===== src/rtl/clk_divider_multi.sv =====
// clk_divider_multi: N_CH independent 50%-duty clock dividers driven from one
// system clock. Each channel counts half-periods of programmable length H.
// New half-periods arrive through a valid/ready config port, are held as
// pending and take effect only at a period boundary (or immediately while the
// channel is disabled), so the output never produces a runt pulse.
module clk_divider_multi #(
  parameter int unsigned N_CH     = 4,
  parameter int unsigned CNT_W    = 32,
  parameter int unsigned DEF_HALF = 7142857,
  localparam int unsigned CH_W    = (N_CH > 1) ? $clog2(N_CH) : 1
) (
  input  logic              clk,
  input  logic              rst,
  input  logic [N_CH-1:0]   en,
  input  logic              cfg_valid,
  output logic              cfg_ready,
  input  logic [CH_W-1:0]   cfg_ch,
  input  logic [CNT_W-1:0]  cfg_half,
  output logic              cfg_err,
  output logic [N_CH-1:0]   clk_out,
  output logic [N_CH-1:0]   tick
);

  logic [CNT_W-1:0] cnt_q       [N_CH];
  logic [CNT_W-1:0] cnt_d       [N_CH];
  logic [CNT_W-1:0] half_q      [N_CH];
  logic [CNT_W-1:0] half_d      [N_CH];
  logic [CNT_W-1:0] pend_half_q [N_CH];
  logic [CNT_W-1:0] pend_half_d [N_CH];
  logic [N_CH-1:0]  pend_q, pend_d;
  logic [N_CH-1:0]  out_q, out_d;
  logic [N_CH-1:0]  tick_q, tick_d;
  logic             err_q, err_d;

  logic ch_in_range;
  logic ch_pend;
  logic accept;
  logic cfg_ok;

  // Config port decode: readiness of the addressed channel and transfer qualification.
  always_comb begin
    ch_in_range = (32'(cfg_ch) < N_CH);
    ch_pend     = 1'b0;
    for (int unsigned i = 0; i < N_CH; i++) begin
      if (cfg_ch == CH_W'(i)) ch_pend = pend_q[i];
    end
    cfg_ready = rst & (~ch_in_range | ~ch_pend);
    accept    = cfg_valid & cfg_ready;
    cfg_ok    = accept & ch_in_range & (cfg_half != '0);
  end

  // Per-channel next state: counting, toggling, pending-half loading and config capture.
  always_comb begin
    err_d  = accept & ~cfg_ok;
    pend_d = pend_q;
    out_d  = out_q;
    tick_d = tick_q;
    for (int unsigned i = 0; i < N_CH; i++) begin
      cnt_d[i]       = cnt_q[i];
      half_d[i]      = half_q[i];
      pend_half_d[i] = pend_half_q[i];

      if (!en[i]) begin
        cnt_d[i]  = '0;
        out_d[i]  = 1'b0;
        tick_d[i] = 1'b0;
        if (pend_q[i]) begin
          half_d[i] = pend_half_q[i];
          pend_d[i] = 1'b0;
        end
      end else if (cnt_q[i] == half_q[i] - CNT_W'(1)) begin
        cnt_d[i]  = '0;
        out_d[i]  = ~out_q[i];
        tick_d[i] = ~out_q[i];
        // A falling toggle closes the period: the only safe point to swap H.
        if (out_q[i] && pend_q[i]) begin
          half_d[i] = pend_half_q[i];
          pend_d[i] = 1'b0;
        end
      end else begin
        cnt_d[i]  = cnt_q[i] + CNT_W'(1);
        tick_d[i] = 1'b0;
      end

      // A transfer needs pend_q=0, so it can never collide with a load above.
      if (cfg_ok && (cfg_ch == CH_W'(i))) begin
        pend_d[i]      = 1'b1;
        pend_half_d[i] = cfg_half;
      end
    end
  end

  // State registers with synchronous active-low reset.
  always_ff @(posedge clk) begin
    if (!rst) begin
      for (int unsigned i = 0; i < N_CH; i++) begin
        cnt_q[i]       <= '0;
        half_q[i]      <= CNT_W'(DEF_HALF);
        pend_half_q[i] <= '0;
      end
      pend_q <= '0;
      out_q  <= '0;
      tick_q <= '0;
      err_q  <= 1'b0;
    end else begin
      for (int unsigned i = 0; i < N_CH; i++) begin
        cnt_q[i]       <= cnt_d[i];
        half_q[i]      <= half_d[i];
        pend_half_q[i] <= pend_half_d[i];
      end
      pend_q <= pend_d;
      out_q  <= out_d;
      tick_q <= tick_d;
      err_q  <= err_d;
    end
  end

  assign clk_out = out_q;
  assign tick    = tick_q;
  assign cfg_err = err_q;

endmodule


===== config.mk =====
export PLATFORM = sky130hd
export DESIGN_NAME = clk_divider_multi
export DESIGN_NICKNAME = d
export VERILOG_FILES = /design/src/rtl/clk_divider_multi.sv
export SDC_FILE = /design/constraint.sdc
export NUM_CORES = 1
export LEC_CHECK = 0
export BUFFER_PORTS_ARGS = -buffer_cell sky130_fd_sc_hd__buf_2
export CAP_MARGIN = 40
export CORE_ASPECT_RATIO = 2
export CORE_MARGIN = 10
export CORE_UTILIZATION = 59
export DETAILED_ROUTE_END_ITERATION = 10
export PLACE_DENSITY_LB_ADDON = 0.05
export SLEW_MARGIN = 20
export SYNTH_ARGS = -nofsm -noshare
export SYNTH_HDL_FRONTEND = slang
export SYNTH_SLANG_ARGS = --single-unit

===== constraint.sdc =====
create_clock -name clk -period 6.9 [get_ports clk]
set_clock_uncertainty 0.15 [all_clocks]
set_input_delay 1.035 -clock clk [delete_from_list [all_inputs] [get_ports clk]]
set_output_delay 1.035 -clock clk [all_outputs]
set_load 0.01 [all_outputs]

==> qor.csv, run 1 <==
metric,value,unit
outcome,"complete, no violations",
setup violators final,0,
synthesized flop and latch total,397,
hold path startpoint,pend_half_q[3][5]$_SDFFE_PN0P_,
WL final,59980,um
r2r setup slk,2.60,ns
Area contributors post-synth,"dfxtp_1 36%, mux2i_1 7.0%, xnor2_1 5.6%",
critical path's largest stage delay,0.79,ns
CTS tree,yes,
total buffers and inverters traversed by the critical path,1,
hold slack,0.3032,ns
Wirelength per Cell,19.69,um
Critical Path Sink Type,register,
Layout fillers,3204,
Congestion Overflow GR,0,
synth cell count leaders,"397 x dfxtp_1, 313 x nand2_1, 235 x nor2_1",
Pwr Density,205.2,nW/um^2
setup repair after global routing missed its margin,no,
global-route wire length before repair,96950,um
TritonRoute pass-1 iters,5,
placed instance area,22240,sq um
fmax,232.4,MHz
setup_tns,0,ns
Area Growth Syn to Fin,8.120,%
Yosys top cell area share,36.37,%
"FFs w/ async S/R, synth",0,%
fin util,64.65,%
cell area after layout,23620,sq um
Final ANT Viol Nets,0,
Root Driver,clkbuf_16,
number of global-route vias before repair,18280,
MaxCap Viol Count,0,
maximum buffer depth of the clock tree,3,
largest area contributor in the netlist,dfxtp_1,
row count,99,
Die Width,156.1,um
Avg Synthesized Cell Area,8.333,sq um
pre-CTS WS,2.593,ns
initial core utilization,59.79,%
Final min period,4.303,ns
Mapped Area,21850,sq um
Post-route DRC,0,
Lkg Pwr,8.230,nW
via count,18630,
port bufs,50,
Startpoint Class,register,
CP Cell Sequence,nor3_1 > nand4_1 > or4b_2 > a21o_1 > a211oi_1 > nand3_1 > o32ai_4 > buf_4 > mux2i_1,
routability cong.,0.9038,
Post-Syn Nets,2671,
Setup CP Type,reg -> reg,
Worst slew margin,44.45,%
CP max FO,32,
Final period util,62.36,%
Critical Path AT,4.62,ns
final hold vios,0,
initial DRC count,1293,
Worst-path clk slew,0.07,ns
Worst path slowest cell,or4b_2,
via/cell ratio,6.117,
VDD IR max,0.2442,mV
pin count of the biggest net entering global routing,106,
sequential area share after synthesis,36.37,%
Post-Syn Instances,2622,
most frequent cell after synthesis,dfxtp_1,
WP data required,7.22,ns
kind of cell adding the most delay to the critical path,simple AND/OR/NAND/NOR gates,
Post-synth EDFFs,0,
Die ar.,45600,sq um
synth warn,0,
CTS Hold Bufs,0,
Post-CTS Setup Bufs,0,
Final HPWL DP,43700,um
Final Max Slew Viols,0,
Skew-Pair Late Insertion Delay,0.55,ns
Slew @ Worst Pin,0.8256,ns
Reg2Reg Launch Point,half_q[2][4]$_SDFFE_PN0P_,
area of the multi-input gates,13000,sq um
die height,292.2,um
# clock sinks,397,
RR Endpoint,half_q[2][7]$_SDFFE_PN1P_,
post_cts resized,0,
top_reg_cell synth,dfxtp_1,
Hold WC Path Type,reg -> reg,
count of cell types in the netlist,84,
core area,36540,sq um
initial antenna violation count,2,
H-tree depth,2,
TritonCTS Buffers,37,
total I/O pin count,51,
reg2reg path depth,9,
register area,7949,sq um
worst-case hold path end point,half_q[3][5]$_SDFFE_PN0P_,
worst hold path depth,2,
share of cells above drive strength 1,7.989,%
Nets,2613,
total track usage,26.00,%
PnR worst setup slack,2.597,ns
## worst register-to-register path, stage by stage, from the launching register on
cell	delay (ns)
dfxtp_1	0.36
nor3_1	0.61
nand4_1	0.62
or4b_2	0.79
a21o_1	0.20
a211oi_1	0.29
nand3_1	0.17
o32ai_4	0.22
buf_4	0.49
mux2i_1	0.32
## routing by layer
| metal | GRT usage, % | share of wire (%) | vias up |
|---|---|---|---|
| met4 | 12.90 | 5.6 | 4 |
| met5 | 0 | 0.038 | - |
| met2 | 46.19 | 51 | 488 |
| met1 | 30.03 | 40 | 8863 |
| met3 | 2.871 | 4.0 | 169 |
| li1 | - | - | 9109 |
## layout make-up
| cell class | count | share of cell area (%) |
|---|---|---|
| Multi-Input combinational cell | 1995 | 55.02 |
| Sequential cell | 397 | 33.65 |
| Clock buffer | 52 | 4.761 |
| Timing Repair Buffer | 81 | 2.431 |
| Tap cell | 454 | 2.405 |
| Clock inverter | 14 | 0.8951 |
| Inverter | 52 | 0.8262 |
| Antenna cell | 1 | 0.01059 |
## per-stage QoR
step / total power, W / instances
6_report: 0.004847 / 3046
2_1_floorplan: 0.002566 / 2622
3_3_place_gp: 0.002650 / 2968
5_1_grt: 0.004987 / 3045
3_5_place_dp: 0.002661 / 2975
4_1_cts: 0.004878 / 3041
## flip-flops by register name, summed over array words and instances, names as in the netlist
name,flops
cnt_q,128
half_q,128
pend_half_q,128
clk_out,4
pend_q,4
tick,4
cfg_err,1
## cell usage in the layout (no fill, tap or decap), types with 20 or more instances in the layout
| cell | count |
|---|---|
| nor4_1 | 59 |
| and4_1 | 22 |
| or3_1 | 26 |
| a31oi_1 | 28 |
| o2111ai_1 | 36 |
| o21ai_0 | 27 |
| nor2b_1 | 150 |
| nand2_1 | 313 |
| inv_1 | 52 |
| clkbuf_16 | 39 |
| mux2i_1 | 152 |
| o211ai_1 | 24 |
| nand3_1 | 105 |
| buf_4 | 20 |
| xnor2_1 | 140 |
| a21boi_0 | 70 |
| nand4_1 | 78 |
| and3_1 | 39 |
| nor3_1 | 68 |
| dfxtp_1 | 396 |
| buf_2 | 51 |
| xor2_1 | 133 |
| or4_1 | 21 |
| nor2_1 | 234 |
## worst max path at each step
| stage | cells past startpoint | slack [ns] | endpoint | startpoint |
|---|---|---|---|---|
| 2_1_floorplan | 11 | 3.26 | half_q[1][17]$_SDFFE_PN0P_ | half_q[1][0]$_SDFFE_PN1P_ |
| 3_3_place_gp | 9 | 2.23 | cnt_q[1][12]$_SDFF_PP0_ | half_q[1][0]$_SDFFE_PN1P_ |
| 3_5_place_dp | 9 | 2.59 | half_q[2][1]$_SDFFE_PN0P_ | half_q[2][4]$_SDFFE_PN0P_ |
| 4_1_cts | 9 | 2.56 | half_q[2][7]$_SDFFE_PN1P_ | half_q[2][4]$_SDFFE_PN0P_ |
| 5_1_grt | 9 | 2.19 | half_q[2][1]$_SDFFE_PN0P_ | half_q[2][4]$_SDFFE_PN0P_ |
| 6_report | 9 | 2.60 | half_q[2][7]$_SDFFE_PN1P_ | half_q[2][4]$_SDFFE_PN0P_ |
## cells by family (layout without fill, tap and decap cells)
kind of cell | count (synthesis) | after routing | share of synthesized area (%)
DFF | 397 | 397 | 36.37
other | 0 | 1 | 0
adders and majority gates | 8 | 8 | 0.4581
AOI/OAI and AO/OA | 336 | 336 | 11.62
xor gates and xnor gates | 273 | 273 | 10.94
muxes | 154 | 154 | 7.118
buffers and inverters | 230 | 199 | 4.392
and+or+nand+nor | 1224 | 1224 | 29.10
## power breakdown
group | leakage (nW) | total (W) | internal, W | switching, W
Sequential | 3.21 | 0.00236 | 0.00232 | 0.0000368
Combinational | 4.37 | 0.000256 | 0.0000929 | 0.000163
Clock | 0.655 | 0.00223 | 0.00133 | 0.000904
Total | 8.23 | 0.00485 | 0.00374 | 0.00110
(Power assumes the default switching activity.)
==> inputs of run 2 (changes only) <==
CORE_UTILIZATION = 57   (was 59)
clock period = 3.9 ns   (was 6.9 ns; I/O delays follow)
==> qor.csv, run 2 (same netlist as run 1, synthesis figures left out) <==
metric,value,unit,change
outcome,"complete, no violations",,unchanged
number of global-route vias before repair,18330,,"was 18,280"
fmax,269.1,MHz,was 232.4 MHz
setup_tns,0,ns,unchanged
row count,101,,was 99
initial DRC count,1299,,"was 1,293"
Worst path slowest cell,nor3b_1,,was or4b_2
# clock sinks,397,,unchanged
Congestion Overflow GR,0,,unchanged
Startpoint Class,register,,unchanged
Final period util,95.27,%,was 62.36%
Worst-path clk slew,0.07,ns,about the same
final hold vios,0,,unchanged
port bufs,50,,unchanged
via count,18700,,"was 18,630"
initial antenna violation count,0,,was 2
Post-CTS Setup Bufs,0,,unchanged
Critical Path AT,4.03,ns,was 4.62 ns
pin count of the biggest net entering global routing,197,,was 106
pre-CTS WS,0.1215,ns,was 2.593 ns
core area,37910,sq um,"was 36,540 sq um"
Hold WC Path Type,in -> reg,,was reg -> reg
Die Width,158.4,um,was 156.1 um
Wirelength per Cell,19.78,um,was 19.69 um
WP data required,4.21,ns,was 7.22 ns
n_diodes,0,,was 1
Pwr Density,356.0,nW/um^2,was 205.2 nW/um^2
Slew @ Worst Pin,0.7532,ns,was 0.8256 ns
Final HPWL DP,44950,um,"was 43,700 um"
global-route wire length before repair,98220,um,"was 96,950 um"
via/cell ratio,6.046,,was 6.117
Final ANT Viol Nets,0,,unchanged
"most common cell after layout, fill and taps aside",dfxtp_1,,unchanged
critical path's largest stage delay,0.66,ns,was 0.79 ns
total track usage,25.70,%,was 26.00%
VDD IR max,0.3762,mV,was 0.2442 mV
routability cong.,0.9017,,was 0.9038
Layout fillers,3401,,"was 3,204"
initial core utilization,57.63,%,was 59.79%
CP Cell Sequence,inv_1 > ha_1 > nor3b_1 > nand2_1 > or4_4 > a22oi_1 > nand4_1 > o32ai_4 > buf_12 > mux2i_1,,was nor3_1 > nand4_1 > or4b_2 > a21o_1 > a211oi_1 > nand3_1 > o32ai_4 > buf_4 > mux2i_1
Critical Path Sink Type,register,,unchanged
Lkg Pwr,8.404,nW,was 8.230 nW
register area,7949,sq um,unchanged
setup violators final,0,,unchanged
CTS tree,yes,,unchanged
Post-route DRC,0,,unchanged
PnR worst setup slack,0.1846,ns,was 2.597 ns
Die ar.,47040,sq um,"was 45,600 sq um"
H-tree depth,2,,unchanged
Area Growth Syn to Fin,9.529,%,was 8.120%
total I/O pin count,51,,unchanged
MaxCap Viol Count,0,,unchanged
Setup CP Type,reg -> reg,,unchanged
maximum buffer depth of the clock tree,3,,unchanged
Worst slew margin,49.68,%,was 44.45%
Root Driver,clkbuf_16,,unchanged
"commonest non-fill, non-tap cells in the layout","396 x dfxtp_1, 313 x nand2_1, 234 x nor2_1, 152 x mux2i_1, 150 x nor2b_1",,unchanged
area of the multi-input gates,12990,sq um,"was 13,000 sq um"
Final min period,3.715,ns,was 4.303 ns
TritonRoute pass-1 iters,6,,was 5
Top Registers,"cnt_q (128), half_q (128), pend_half_q (128)",,unchanged
TritonCTS Buffers,38,,was 37
CTS Hold Bufs,0,,unchanged
WL final,61170,um,"was 59,980 um"
die height,296.9,um,was 292.2 um
setup repair after global routing missed its margin,no,,unchanged
CP max FO,32,,unchanged
share of cells above drive strength 1,9.049,%,was 7.989%
Skew-Pair Late Insertion Delay,0.54,ns,was 0.55 ns
Final Max Slew Viols,0,,unchanged
Nets,2651,,"was 2,613"
==> run 2: cell count changes in the layout (fill, tap and decap cells not counted), moves of 3 or more <==
cell	change
buf_16	-3
buf_12	+9
buf_4	+35
clkbuf_1	+6
clkbuf_8	-3
==> run 2: layout make-up <==
| class | instances | share of cell area [%] |
|---|---|---|
| Multi-Input combinational cell | 1995 | 54.27 |
| Sequential cell | 397 | 33.21 |
| Clock buffer | 57 | 4.831 |
| Timing Repair Buffer | 118 | 3.843 |
| Tap cell | 463 | 2.421 |
| Inverter | 52 | 0.8156 |
| Clock inverter | 11 | 0.6012 |
==> run 2: final timing paths <==
check | slack (ns) | startpoint | cells past startpoint | end
max reg2reg | 0.18 | half_q[0][0]$_SDFFE_PN1P_ | 10 | half_q[0][8]$_SDFFE_PN1P_
min | 0.21 | en[0] | 2 | pend_q[0]$_SDFFE_PN0P_
max | 0.18 | half_q[0][0]$_SDFFE_PN1P_ | 10 | half_q[0][8]$_SDFFE_PN1P_
min reg2reg | 0.30 | pend_half_q[3][16]$_SDFFE_PN0P_ | 2 | half_q[3][16]$_SDFFE_PN0P_
==> run 2: per-layer routing <==
layer  vias to the layer above  share of wire [%]  track usage (%)  wire (um)
met5                         -                  0                0          0
met4                         0                5.2            12.75       3208
met3                       165                3.2            2.721       1929
met2                       448                 52            46.18      32100
met1                      8915                 39            28.94      23930
li1                       9173                  -                -          -
==> run 2: where the power goes <==
part           switching (W)  leakage, nW  internal, W
clock network        0.00162        0.638      0.00226
registers          0.0000629         3.21      0.00411
logic               0.000297         4.56     0.000173
total                0.00198         8.40      0.00654
==> run 2: timing repair <==
action | 4_1_cts | 5_1_grt
endpoints found under the hold margin | 0 | 0
endpoints found under the setup margin | 0 | 33
gates resized for setup | 0 | 1
==> run 2: worst max-delay path, delay by kind of cell (launching register included) <==
| family | cells | cell delay (ns) |
|---|---|---|
| AOI/OAI and AO/OA | 2 | 0.56 |
| muxes | 1 | 0.23 |
| and+or+nand+nor | 4 | 1.71 |
| buffers and inverters | 2 | 0.34 |
| DFF | 1 | 0.36 |
| adders and majority gates | 1 | 0.24 |
==> run 2: stage by stage <==
step / instances / hold WS (ns) / cell area [sq um] / util [%] / power (W)
4_1_cts: 3093 / 0.1860 / 23930 / 63.11 / 0.008597
5_1_grt: 3093 / 0.2191 / 23930 / 63.13 / 0.008793
3_3_place_gp: 3022 / 0.2909 / 22580 / 59.56 / 0.004711
2_1_floorplan: 2622 / 0.2781 / 21850 / - / 0.004539
6_report: 3093 / 0.2074 / 23930 / 63.13 / 0.008520
3_5_place_dp: 3025 / 0.2946 / 22630 / 59.68 / 0.004724
